### src/rtl/sr_drv_pkg.sv
// Shared types for the SR latch driver: command encoding and FSM states.
package sr_drv_pkg;

  typedef enum logic [1:0] {
    CMD_HOLD    = 2'b00,
    CMD_RESET   = 2'b01,
    CMD_SET     = 2'b10,
    CMD_ILLEGAL = 2'b11
  } cmd_e;

  typedef enum logic [1:0] {
    ST_IDLE  = 2'b00,
    ST_PULSE = 2'b01,
    ST_GAP   = 2'b10,
    ST_CHECK = 2'b11
  } state_e;

  function automatic int max2(input int a, input int b);
    return (a > b) ? a : b;
  endfunction

endpackage

### src/rtl/sr_drv_timer.sv
// Loadable down-counter with zero flag; saturates at zero instead of wrapping.
module sr_drv_timer #(
  parameter int W = 2
) (
  input  logic         clk,
  input  logic         rst,
  input  logic         load,
  input  logic [W-1:0] load_val,
  input  logic         dec,
  output logic         zero
);

  logic [W-1:0] cnt;

  always_ff @(posedge clk) begin
    if (!rst)
      cnt <= '0;
    else if (load)
      cnt <= load_val;
    else if (dec && (cnt != '0))
      cnt <= cnt - W'(1);
  end

  assign zero = (cnt == '0);

endmodule

### src/rtl/sr_latch_driver.sv
// Drives S/R pulses into an external latch, then checks the latch read-back.
//
// state | meaning
// IDLE  | ready=1, waiting for req
// PULSE | s or r held high for PULSE_W cycles
// GAP   | s=r=0 for GAP_W cycles so the latch settles
// CHECK | done=1 for one cycle, err reports the read-back result
module sr_latch_driver
  import sr_drv_pkg::*;
#(
  parameter int PULSE_W = 2,
  parameter int GAP_W   = 1
) (
  input  logic       clk,
  input  logic       rst,
  input  logic       req,
  input  logic [1:0] cmd,
  input  logic       q_fb,
  output logic       ready,
  output logic       s,
  output logic       r,
  output logic       done,
  output logic       err
);

  localparam int CW = $clog2(max2(PULSE_W, GAP_W) + 1);
  localparam logic [CW-1:0] P_LD = CW'(PULSE_W - 1);
  localparam logic [CW-1:0] G_LD = CW'(GAP_W - 1);

  generate
    if (PULSE_W < 1 || GAP_W < 1) begin : g_bad_param
      $error("sr_latch_driver: PULSE_W and GAP_W must both be >= 1");
    end
  endgenerate

  state_e        state;
  logic          expected;
  logic          tmr_load;
  logic          tmr_dec;
  logic          tmr_zero;
  logic [CW-1:0] tmr_val;

  // Counter is loaded with length-1 on entry, so zero marks the final cycle.
  always_comb begin
    tmr_load = 1'b0;
    tmr_dec  = 1'b0;
    tmr_val  = P_LD;
    case (state)
      ST_IDLE:  tmr_load = req && ((cmd == CMD_SET) || (cmd == CMD_RESET));
      ST_PULSE: begin
        tmr_load = tmr_zero;
        tmr_val  = G_LD;
        tmr_dec  = !tmr_zero;
      end
      ST_GAP:   tmr_dec = !tmr_zero;
      default:  ;
    endcase
  end

  sr_drv_timer #(.W(CW)) u_timer (
    .clk      (clk),
    .rst      (rst),
    .load     (tmr_load),
    .load_val (tmr_val),
    .dec      (tmr_dec),
    .zero     (tmr_zero)
  );

  always_ff @(posedge clk) begin
    if (!rst) begin
      state    <= ST_IDLE;
      s        <= 1'b0;
      r        <= 1'b0;
      done     <= 1'b0;
      err      <= 1'b0;
      ready    <= 1'b1;
      expected <= 1'b0;
    end else begin
      done <= 1'b0;
      case (state)
        ST_IDLE: begin
          if (req) begin
            ready <= 1'b0;
            err   <= 1'b0;
            case (cmd)
              CMD_SET: begin
                state    <= ST_PULSE;
                s        <= 1'b1;
                expected <= 1'b1;
              end
              CMD_RESET: begin
                state    <= ST_PULSE;
                r        <= 1'b1;
                expected <= 1'b0;
              end
              CMD_HOLD: begin
                // Expected is the current read-back, so HOLD completes clean.
                state    <= ST_CHECK;
                expected <= q_fb;
                done     <= 1'b1;
              end
              default: begin
                state <= ST_CHECK;
                done  <= 1'b1;
                err   <= 1'b1;
              end
            endcase
          end
        end
        ST_PULSE: begin
          if (tmr_zero) begin
            state <= ST_GAP;
            s     <= 1'b0;
            r     <= 1'b0;
          end
        end
        ST_GAP: begin
          if (tmr_zero) begin
            state <= ST_CHECK;
            done  <= 1'b1;
            err   <= (q_fb != expected);
          end
        end
        default: begin
          state <= ST_IDLE;
          ready <= 1'b1;
        end
      endcase
    end
  end

endmodule

### config.mk
export PLATFORM = sky130hd
export DESIGN_NAME = sr_latch_driver
export DESIGN_NICKNAME = d
export VERILOG_FILES = /design/src/rtl/sr_drv_pkg.sv /design/src/rtl/sr_drv_timer.sv /design/src/rtl/sr_latch_driver.sv
export SDC_FILE = /design/constraint.sdc
export NUM_CORES = 1
export LEC_CHECK = 0
export BUFFER_PORTS_ARGS = -buffer_cell sky130_fd_sc_hd__buf_2
export CAP_MARGIN = 10
export CELL_PAD_IN_SITES_DETAIL_PLACEMENT = 0
export CELL_PAD_IN_SITES_GLOBAL_PLACEMENT = 2
export CORE_MARGIN = 4
export CORE_UTILIZATION = 31
export DETAILED_ROUTE_END_ITERATION = 6
export PLACE_DENSITY = 0.82
export SYNTH_ARGS = -nofsm -noshare
export SYNTH_HDL_FRONTEND = slang
export SYNTH_SLANG_ARGS = --single-unit
### constraint.sdc
create_clock -name clk -period 2 [get_ports clk]
set_input_delay 0.2 -clock clk [delete_from_list [all_inputs] [get_ports clk]]
set_output_delay 0.2 -clock clk [all_outputs]
set_load 0.1 [all_outputs]
-- After elaboration in Yosys (flattened, before gate mapping)
Index checks and enable logic that the tools add are counted.
- flip-flop bits (word level): 10
- input bits: 6
- output and inout bits: 5
- word-level logic and storage cells: 69
- add/subtract/negate cells: 1
- equal/unequal tests: 10
- mux-type cells: 28
- bitwise operators: 1
- reduce and logical (&&, ||, !) cells: 21
- operator list (cell ; number):
    two-way mux 1 bit ; 14
    two-way mux 2 bit ; 6
    case mux 1 bit (2 select lines) ; 6
    inequality test 2 bit, second input constant ; 5
    AND reduction 3 bit ; 3
    AND reduction 4 bit ; 2
    nonzero test 2 bit ; 4
    logical NOT 2 bit ; 3
    case mux 2 bit (3 select lines) ; 1
    equality test 2 x 1 -> 1 bit, second input constant ; 2
    equality test 2 bit, second input constant ; 2
    OR reduction 2 bit ; 2
    case mux 1 bit (3 select lines) ; 1
    nonzero test 3 bit ; 1
    OR reduction 3 bit ; 1
    logical AND 1 bit ; 2
    AND reduction 2 bit ; 1
    subtractor 2 x 1 -> 2 bit, second input constant ; 1
    logical NOT 1 bit ; 1
    logical OR 1 bit ; 1
    inequality test 1 bit ; 1
    NOT 1 bit ; 1

-- Depth between registers and ports, before layout
Gate-level depths: netlist (run 1).
- depth after elaboration: 6
- mapped depth: 6
- gate-level depth less buffers: 5

-- By module
A second synthesis (run 1) with hierarchy kept.
- cells, all modules: 79
- area total of the unflattened synthesis: 685.7 um2
- modules (own cells, without submodules) (module ; instances ; cells an instance ; area each (um2) ; seq. area each (um2)):
    sr_latch_driver ; 1 ; 65 ; 563.0 ; 160.2
    sr_drv_timer ; 1 ; 14 ; 122.6 ; 40.0

-- Worst setup path after synthesis (run 1)
OpenSTA, ideal clock, no wires.
- path kind: reg2reg
- start: reg state[0]
- end: reg u_timer.cnt[0]
- setup time: 0.120 ns
- arrival time: 1.335 ns
- data required time: 1.880 ns
- slack: 0.545 ns
- cell stages (with the launch flop): 6
- buffers on the path: 0
- period minus slack after synthesis: 1.455 ns
- cells stage by stage: dfxtp_1 > inv_1 > ha_1 > nor2b_2 > a31o_1 > o31a_1
- cells in the longest elaborated chain, start to end: 5
- elaborated cells between the ends (all ways): 10
- those cells by class: eq/ne (2); mux (4); reduce/logical (4)
- RTL lines (element ; line ; RTL):
    start, declared ; sr_latch_driver.sv:36 ; state_e state;
    start signal, assigned ; sr_latch_driver.sv:71 ; state <= ST_IDLE;
    start signal, assigned ; sr_latch_driver.sv:87 ; state <= ST_PULSE;
    start signal, assigned ; sr_latch_driver.sv:92 ; state <= ST_PULSE;
    equality test 2 bit or equality test 2 x 1 -> 1 bit (tied branches) ; sr_latch_driver.sv:48 ; case (state)
    OR reduction 2 bit (no source line) ; - ;
    two-way mux 1 bit ; - ;
    logical AND 1 bit ; sr_drv_timer.sv:20 ; else if (dec && (cnt != '0))
    nonzero test 2 bit (no source line) ; - ;
    end signal, assigned ; sr_drv_timer.sv:19 ; cnt <= load_val;
    end signal, assigned ; sr_drv_timer.sv:21 ; cnt <= cnt - W'(1);
    end, declared ; sr_drv_timer.sv:13 ; logic [W-1:0] cnt;
Parallel ways exist; a longest one is shown, timed or not.
A chain may end at the register's enable or synchronous reset.

-- Worst setup path in the final report (run 1)
- start: reg state[1]
- end: reg u_timer.cnt[0]
Same word-level chain as after synthesis.

==> impl_metrics.csv, run 1 <==
group,metric,value,unit
sta,drv_slew,0,
floorplanning,initial_utilization,33.1,%
cells_and_area,insertedDiodeCount,0,
clocking,root_buffer,"clkbuf_4",
sta,setup_viol,0,
power_and_ir_drop,max-vdd-ir-drop,0.870,mV
sta,worst_slack,433,ps
cells_and_area,nets,103,
critical_path,max_stage_delay,360,ps
floorplanning,die_area,2910,um^2
critical_path,arrival,1730,ps
synthesis,yosys_warnings,0,
synthesis,avgSynthCellArea,8.74,um^2
placed_design,dp_slack,444,ps
synthesis,ys_types,29,
drt,ant_nets,0,
sta,hold_violations,0,
clocking,htreeDepth,1,
clocking,numCtsBuffers,3,
drt,wl_per_cell,11.9,um
drt,vias,538,
drt,drt-initial-drc-count,6,
clocking,ctsResizeCount,0,
synthesis,ys_seq_area_share,30.5,%
critical_path,worstPathRequired,2160,ps
floorplanning,die_w,54.0,um
floorplanning,die_h,54.0,um
global_route,grt_antenna_before_repair,0,
clocking,holdBufCountCts,0,
cells_and_area,nFillCells,210,
status,run_status,"completed",
clocking,insertion_delay,270,ps
sta,slew_headroom,67.5,%
worst_hold_path,min_path_type,"input port to register",
sta,clock.fmax,638,MHz
floorplanning,core_area,1980,um^2
placed_design,gp_congestion,0.769,
power_and_ir_drop,power.density,1550,nW/um^2
cells_and_area,area_delta_synth_final,13.9,%
drt,first_pass_iters,4,
drt,drcViolationCount,0,
cells_and_area,drive_above_1_share,16.3,%
sta,finalCritPeriodShare,78.3,%
sta,timing.final.crit_period,1570,ps
global_route,grt-ovfl-total,0,
placed_design,place_hpwl,1060,um
critical_path,endpoint_kind,"register",
clocking,cts_tree,"yes",
global_route,grt_max_degree,11,
sta,fin_skew,3.63,ps
critical_path,path_class,"register to register",
synthesis,synth_async_sr_flop_share,0,%
critical_path,timing.critical_path.cells,"inv_1 -> ha_1 -> nand3_1 -> a31o_1 -> o31a_1",
synthesis,syn-instance-count,75,
power_and_ir_drop,leakage,0.353,nW
clocking,cts_sinks,10,
synthesis,ys.flop_type,"dfxtp_1",
global_route,grt_usage,11.3,%
synthesis,synth-edff-count,0,
critical_path,start_kind,"register",
sta,fin_setup_tns,0,ps
clocking,post_cts_buffers,0,
drt,vias_per_cell,4.76,
placed_design,portBuffers,10,
job,cap_violations,0,
drt,drt-total-wl,1340,um
sta,tightest_slew,491,ps
clocking,clk_pin_slew,70,ps
sta,rsz0062_at_grt,"no",
placed_design,placed_cells,110,
synthesis,syn_nets,90,
floorplanning,rows,16,
critical_path,worstPathMaxFanout,10,
clocking,clockBufferDepth,2,
floorplanning,ioPinCount,11,
global_route,grt_pass1_vias,553,
global_route,grt_pass1_wl,2320,um
critical_path,cpMaxStageDelayCell,"ha_1",
synthesis,netlist_area,656,um^2
cells_and_area,instances_no_fill,113,
synthesis,ys_ff_latch,10,
report_power, final:
| part | internal, W | switching [W] | total [W] |
|---|---|---|---|
| Sequential | 0.000267 | 0.0000388 | 0.000306 |
| Clock | 0.0000696 | 0.0000716 | 0.000141 |
| Combinational | 0.000207 | 0.000503 | 0.000710 |
| Total | 0.000544 | 0.000614 | 0.00116 |
sequential cells by signal, indices dropped and copies added (netlist names):
register     cells
done             1
err              1
expected         1
r                1
ready            1
s                1
state            2
u_timer.cnt      2
placed cells by master (no fill, tap or decap), types with 3 or more instances in the layout:
cell type  count
a21oi_1        3
ha_1           9
nand3_1        4
clkbuf_4       3
nor2_1         5
inv_1         10
a21o_1         3
buf_2         10
nand2_1        3
dfxtp_1       10
logic make-up (layout without fill, tap and decap cells):
kind of cell | after synthesis | in the layout | synth area share (%)
simple gates | 20 | 20 | 16.2
flops | 10 | 10 | 30.5
compound gates | 21 | 21 | 23.7
mux | 2 | 2 | 3.05
xor+xnor | 1 | 1 | 1.34
buf+inv | 12 | 23 | 8.02
fa+ha+maj | 9 | 9 | 17.2
layer usage:
metal	GRT usage [%]	share of wire, %
met4	6.22	1.5
met3	3.60	4.1
met2	18.8	47
met5	0	0
met1	12.7	48
synthesized netlist by cell type (all sizes together), types with 2 or more instances:
| cell | instances | area, um^2 |
|---|---|---|
| dfxtp | 10 | 200 |
| inv | 10 | 37.5 |
| ha | 9 | 113 |
| nor2 | 5 | 18.8 |
| nand3 | 4 | 20.0 |
| a21o | 3 | 22.5 |
| a21oi | 3 | 15.0 |
| nand2 | 3 | 11.3 |
| nor2b | 3 | 21.3 |
| a211oi | 2 | 15.0 |
| a32oi | 2 | 17.5 |
| buf | 2 | 15.0 |
| mux2i | 2 | 20.0 |
| o211ai | 2 | 15.0 |
| o21ai | 2 | 10.0 |
final timing paths:
kind | slack (ps) | depth (start not counted) | endpoint | start
max | 430 | 5 | u_timer.cnt[0]$_SDFFE_PN0P_ | state[1]$_SDFFE_PN0P_
max reg2reg | 430 | 5 | u_timer.cnt[0]$_SDFFE_PN0P_ | state[1]$_SDFFE_PN0P_
min | 190 | 2 | ready$_SDFFE_PN1P_ | rst
min reg2reg | 500 | 2 | expected$_SDFFE_PN0P_ | expected$_SDFFE_PN0P_
worst max-delay path, delay by kind of cell, from the launching register on:
kind	cells	cell delay (ps)
flip-flops	1	330
buffers and inverters	1	110
AO/OA/AOI/OAI	2	470
adder cells (fa/ha/maj)	1	360
AND/OR/NAND/NOR	1	190
through the flow:
stage	hold slack, ps	utilization [%]	area, um^2	power, W
6_report	187	37.7	747	0.00116
4_1_cts	185	37.7	747	0.00117
2_1_floorplan	299	-	656	0.000914
5_1_grt	192	37.7	747	0.00125
3_3_place_gp	468	36.6	724	0.00103
3_5_place_dp	465	36.6	724	0.00103
final cells by class:
class                           instances  area (um^2)  share of cell area [%]
Tap cell                               27         33.8                    4.52
Multi-Input combinational cell         53          403                    53.9
Clock buffer                            3         22.5                    3.02
Timing Repair Buffer                   10         50.0                    6.70
Inverter                               10         37.5                    5.03
Sequential cell                        10          200                    26.8
(Power assumes the default switching activity.)
==> run 2: changes to the inputs <==
- clock period: 2 -> 1.6 ns (I/O delays scaled with it)
==> run 2 against run 1 <==
Net effect:
- register-to-register slack worse by 320 ps
- sequential power grew 24%
- largest cell class unchanged
- clock skew down 1.9 ps
- first-iteration DRC count is 33% lower
- maximum frequency grew 5.1%
- setup slack worse by 320 ps
- non-clock buffer count increased by 4
- via count is 7.6% higher
- global-route usage up 0.32 points
- critical path depth is the same
==> impl_metrics.csv, run 2 (synthesized netlist as in run 1, its figures left out) <==
group,metric,value,unit
cells_and_area,reg.largest.list,"state: 2 flops, u_timer.cnt: 2 flops",
critical_path,path_class,"register to register",
clocking,root_buffer,"clkbuf_4",
clocking,post_cts_buffers,0,
job,cap_violations,0,
cells_and_area,nFillCells,205,
floorplanning,core_area,1980,um^2
cells_and_area,insertedDiodeCount,0,
critical_path,arrival,1640,ps
placed_design,place_area,754,um^2
drt,ant_nets,0,
floorplanning,initial_utilization,33.1,%
sta,drv_slew,0,
global_route,grt-ovfl-total,0,
sta,rsz0062_at_grt,"no",
placed_design,portBuffers,10,
global_route,grt_pass1_vias,579,
sta,timing.final.crit_period,1490,ps
clocking,holdBufCountCts,0,
worst_hold_path,min-delay-start,"rst",
clocking,cts_tree,"yes",
clocking,insertion_delay,260,ps
power_and_ir_drop,p_sw_share,51.6,%
floorplanning,die_w,54.0,um
power_and_ir_drop,max-vdd-ir-drop,0.897,mV
power_and_ir_drop,power_switching,0.000787,W
sta,fin_setup_tns,0,ps
worst_hold_path,holdPathStages,2,
sta,finalCritPeriodShare,93.2,%
critical_path,r2r-end,"u_timer.cnt[0]$_SDFFE_PN0P_",
critical_path,reg2regPathDepth,5,
cells_and_area,register_area,200,um^2
drt,wl_per_cell,11.8,um
sta,fin_skew,1.76,ps
power_and_ir_drop,power.density,1970,nW/um^2
power_and_ir_drop,pwr-share-comb,63.9,%
clocking,numCtsBuffers,3,
critical_path,reg2reg_setup_slack,110,ps
drt,drcViolationCount,0,
cells_and_area,instances_no_fill,117,
sta,hold_violations,0,
floorplanning,ioPinCount,11,
cells_and_area,area_delta_synth_final,18.5,%
floorplanning,die_h,54.0,um
power_and_ir_drop,p_int,0.000740,W
cells_and_area,multi_input_comb_area,403,um^2
placed_design,placed_cells,114,
global_route,grt_usage,11.6,%
power_and_ir_drop,leakage,0.372,nW
critical_path,endpoint_kind,"register",
drt,drt-initial-drc-count,4,
power_and_ir_drop,clock_power_share,11.2,%
cells_and_area,design_area,777,um^2
placed_design,gp_congestion,0.829,
clocking,clockBufferDepth,2,
critical_path,reg2reg_from,"state[0]$_SDFFE_PN0P_",
clocking,clk_pin_slew,70,ps
drt,vias_per_cell,4.95,
cells_and_area,drive_above_1_share,20.0,%
clocking,ctsResizeCount,0,
sta,slew_headroom,67.5,%
sta,setup_viol,0,
placed_design,place_hpwl,1100,um
drt,first_pass_iters,3,
critical_path,worstPathMaxFanout,4,
worst_hold_path,min_to,"ready$_SDFFE_PN1P_",
drt,vias,579,
floorplanning,die_area,2910,um^2
clocking,htreeDepth,1,
status,run_status,"completed",
cells_and_area,nets,107,
global_route,grt_antenna_before_repair,0,
cells_and_area,layout_common_cells,"inv_1 (10), dfxtp_1 (10), buf_2 (10), ha_1 (9), nor2_1 (5)",
worst_hold_path,min_path_type,"input port to register",
drt,drt-total-wl,1380,um
sta,clock.fmax,671,MHz
sta,tightest_slew,491,ps
cells_and_area,final_util,39.2,%
critical_path,start_kind,"register",
floorplanning,rows,16,
global_route,grt_pass1_wl,2350,um
global_route,grt_max_degree,10,
power_and_ir_drop,p_seq_share,24.9,%
clocking,cts_sinks,10,
critical_path,worstPathRequired,1750,ps
run 2: cell count changes in the layout (fill, tap and decap cells not counted):
cell	change
buf_4	+4
run 2: area by class of cell:
| class | count | share of cell area [%] |
|---|---|---|
| Tap cell | 27 | 4.35 |
| Inverter | 10 | 4.83 |
| Multi-Input combinational cell | 53 | 51.9 |
| Sequential cell | 10 | 25.8 |
| Timing Repair Buffer | 14 | 10.3 |
| Clock buffer | 3 | 2.90 |
run 2: critical path: stages, from the launching register on:
cell and delay (ps):
dfxtp_1 380, inv_1 80, ha_1 300, nor2b_2 170, a31o_1 220, o31a_1 230
run 2: how the worst max path moves through the flow:
stage,from,to,slack [ps],depth (start not counted)
after global routing,state[1]$_SDFFE_PN0P_,u_timer.cnt[0]$_SDFFE_PN0P_,20,5
after detailed placement,state[0]$_SDFFE_PN0P_,u_timer.cnt[0]$_SDFFE_PN0P_,130,5
final,state[0]$_SDFFE_PN0P_,u_timer.cnt[0]$_SDFFE_PN0P_,110,5
after global placement,state[1]$_SDFFE_PN0P_,u_timer.cnt[0]$_SDFFE_PN0P_,150,5
after floorplan,state[0]$_SDFFE_PN0P_,u_timer.cnt[0]$_SDFFE_PN0P_,150,5
after CTS,state[0]$_SDFFE_PN0P_,u_timer.cnt[0]$_SDFFE_PN0P_,120,5
run 2: power groups by stage:
stage          sequential (W)  combinational (W)  clock [W]
2_1_floorplan        0.000698           0.000445          0
3_3_place_gp         0.000385           0.000971          0
3_5_place_dp         0.000387           0.000975          0
4_1_cts              0.000381           0.000979   0.000181
5_1_grt              0.000390            0.00105   0.000195
6_report             0.000380           0.000975   0.000172
run 2: stage by stage:
step                hold slack, ps  power [W]  setup WS (ps)
floorplan                      259    0.00114            145
global placement               423    0.00136            149
detailed placement             428    0.00136            129
CTS                            149    0.00154            118
global route                   154    0.00163           15.3
finish                         157    0.00153            109
run 2: per-layer routing:
layer	vias to the layer above	global-route usage, %	routed length (um)
met5	-	0	0
met4	0	9.54	25
met3	4	3.60	73
met2	11	18.5	648
met1	266	12.5	631
li1	298	-	-
==> run 3: changes to the inputs <==
- ABC_AREA: unset -> 1
- CORE_UTILIZATION: 31 -> 29
- PLACE_DENSITY: 0.82 -> 0.83
==> run 3 against run 2 <==
Net effect:
- sequential power up 5.5%
- global-route usage down 2.0 points
- clock skew down 1.5 ps
- largest power group unchanged
==> impl_metrics.csv, run 3 <==
group,metric,value,unit
status,run_status,"completed",
drt,vias,621,
sta,timing.final.crit_period,1400,ps
clocking,clockBufferDepth,2,
clocking,post_cts_buffers,0,
sta,clock.fmax,716,MHz
critical_path,arrival,1560,ps
sta,slew_headroom,67.8,%
critical_path,path_class,"register to register",
synthesis,ys_top_cells_by_count,"nand2_1 (26), inv_1 (15), dfxtp_1 (10)",
drt,drcViolationCount,0,
synthesis,yosys_warnings,0,
synthesis,synth_async_sr_flop_share,0,%
critical_path,endpoint_kind,"register",
worst_hold_path,min_path_type,"input port to register",
global_route,grt_pass1_wl,2460,um
drt,drt-initial-drc-count,7,
job,cap_violations,0,
clocking,holdBufCountCts,0,
critical_path,startpoint,"state[0]$_SDFFE_PN0P_",
synthesis,netlist_area,698,um^2
cells_and_area,area_delta_synth_final,13.8,%
synthesis,ys_ff_latch,10,
clocking,root_buffer,"clkbuf_4",
clocking,ctsResizeCount,0,
cells_and_area,insertedDiodeCount,0,
global_route,grt_pass1_vias,584,
global_route,grt-ovfl-total,0,
global_route,grt_usage,9.63,%
sta,drv_slew,0,
floorplanning,die_h,57.1,um
critical_path,timing.critical_path.cells,"inv_1 -> ha_1 -> nand2_4 -> nand2_2 -> nor2_2 -> nand2_1 -> nand2_1 -> nor2_1",
cells_and_area,drive_above_1_share,23.7,%
sta,hold_violations,0,
critical_path,cp_common_cell,"nand2_1",
floorplanning,rows,17,
global_route,grt_max_degree,9,
power_and_ir_drop,report.power.total,0.00170,W
drt,ant_nets,0,
clocking,numCtsBuffers,3,
drt,drt-total-wl,1400,um
synthesis,ys.flop_type,"dfxtp_1",
cells_and_area,nets,131,
placed_design,portBuffers,10,
floorplanning,initial_utilization,31.0,%
global_route,grt_antenna_before_repair,0,
synthesis,ys_types,17,
cells_and_area,final_common_cell,"nand2_1",
synthesis,synth-edff-count,0,
placed_design,place_area,772,um^2
drt,vias_per_cell,4.37,
power_and_ir_drop,max-vdd-ir-drop,1.06,mV
synthesis,ys_seq_area_share,28.7,%
sta,fin_skew,0.299,ps
critical_path,cpMaxStageDelayCell,"dfxtp_1",
drt,first_pass_iters,4,
sta,finalCritPeriodShare,87.3,%
floorplanning,die_w,57.1,um
synthesis,avgSynthCellArea,6.84,um^2
synthesis,syn-instance-count,102,
sta,fin_setup_tns,0,ps
placed_design,dp_slack,209,ps
synthesis,synthTopCellsByArea,"dfxtp_1 (29%), ha_1 (16%), nand2_1 (14%)",
cells_and_area,design_area,795,um^2
clocking,clk_pin_slew,60,ps
critical_path,max_stage_delay,400,ps
cells_and_area,layout_common_cells,"nand2_1 (26), inv_1 (15), dfxtp_1 (10), buf_2 (10), ha_1 (9)",
placed_design,gp_congestion,0.724,
critical_path,worstPathMaxFanout,8,
drt,wl_per_cell,9.87,um
critical_path,endpoint,"state[1]$_SDFFE_PN0P_",
placed_design,place_hpwl,1140,um
clocking,htreeDepth,1,
synthesis,synth_top_area_share,28.7,%
critical_path,reg2reg_from,"state[0]$_SDFFE_PN0P_",
critical_path,start_kind,"register",
synthesis,yosysMostFrequentCell,"nand2_1",
sta,setup_viol,0,
critical_path,reg2reg_setup_slack,200,ps
clocking,cts_sinks,10,
sta,rsz0062_at_grt,"no",
clocking,cts_tree,"yes",
critical_path,r2r-end,"state[1]$_SDFFE_PN0P_",
power_and_ir_drop,leakage,0.429,nW
sta,tightest_slew,486,ps
floorplanning,ioPinCount,11,
clocking,insertion_delay,260,ps
synthesis,syn_nets,117,
floorplanning,die_area,3260,um^2
power_and_ir_drop,power.density,2140,nW/um^2
critical_path,worstPathRequired,1770,ps
critical_path,reg2regPathDepth,8,
cells_and_area,reg.largest.list,"state: 2 flops, u_timer.cnt: 2 flops",
sta,worst_slack,204,ps
synthesis,synth_area_leader_cell,"dfxtp_1",
floorplanning,core_area,2250,um^2
run 3: cells by family (layout without fill, tap and decap cells):
kind of cell    after synthesis  count (layout)  share of synthesized area (%)
simple gates                 47              47                           30.6
buf+inv                      20              32                           11.8
flops                        10              10                           28.7
fa+ha+maj                     9               9                           16.1
compound gates               16              16                           12.7
run 3: worst max-delay path: cells and delay by family (launching register included):
| family | cells | cell delay (ps) |
|---|---|---|
| fa+ha+maj | 1 | 320 |
| flops | 1 | 400 |
| buf+inv | 1 | 80 |
| simple gates | 6 | 500 |
run 3: worst min-delay path by stage:
stage | from | end | slack, ps | cells past startpoint
global route | rst | u_timer.cnt[1]$_SDFFE_PN0P_ | 190 | 3
finish | rst | u_timer.cnt[1]$_SDFFE_PN0P_ | 180 | 3
detailed placement | r$_SDFFE_PN0P_ | r$_SDFFE_PN0P_ | 460 | 2
floorplan | rst | state[1]$_SDFFE_PN0P_ | 280 | 2
global placement | r$_SDFFE_PN0P_ | r$_SDFFE_PN0P_ | 450 | 2
CTS | rst | u_timer.cnt[1]$_SDFFE_PN0P_ | 180 | 3
run 3: layout make-up:
| type | instances | area (um^2) |
|---|---|---|
| clock buffers | 3 | 22.5 |
| fillers | 272 | 1460 |
| inverters | 19 | 71.3 |
| multi-input cells | 72 | 415 |
| flip-flops and latches | 10 | 200 |
| well taps | 28 | 35.0 |
| repair buffers | 10 | 50.0 |
run 3: power by group:
group          switching [W]  total [W]  internal (W)  leakage (nW)
registers          0.0000564   0.000401      0.000345        0.0824
logic               0.000823    0.00113      0.000304         0.333
clock network      0.0000877   0.000175     0.0000870        0.0138
total               0.000967    0.00170      0.000736         0.429
run 3: through the flow:
step / hold slack, ps / utilization (%) / instances
CTS: 180 / 35.2 / 142
global route: 195 / 35.2 / 142
detailed placement: 459 / 34.2 / 139
finish: 176 / 35.2 / 142
global placement: 453 / 34.2 / 139
floorplan: 280 / - / 102
run 3: layer usage:
metal	vias up	share of wire [%]	GRT usage, %
met5	-	0	0
met4	0	1.0	1.99
met3	2	4.6	4.98
met2	8	45	15.3
met1	271	49	11.6
li1	340	-	-
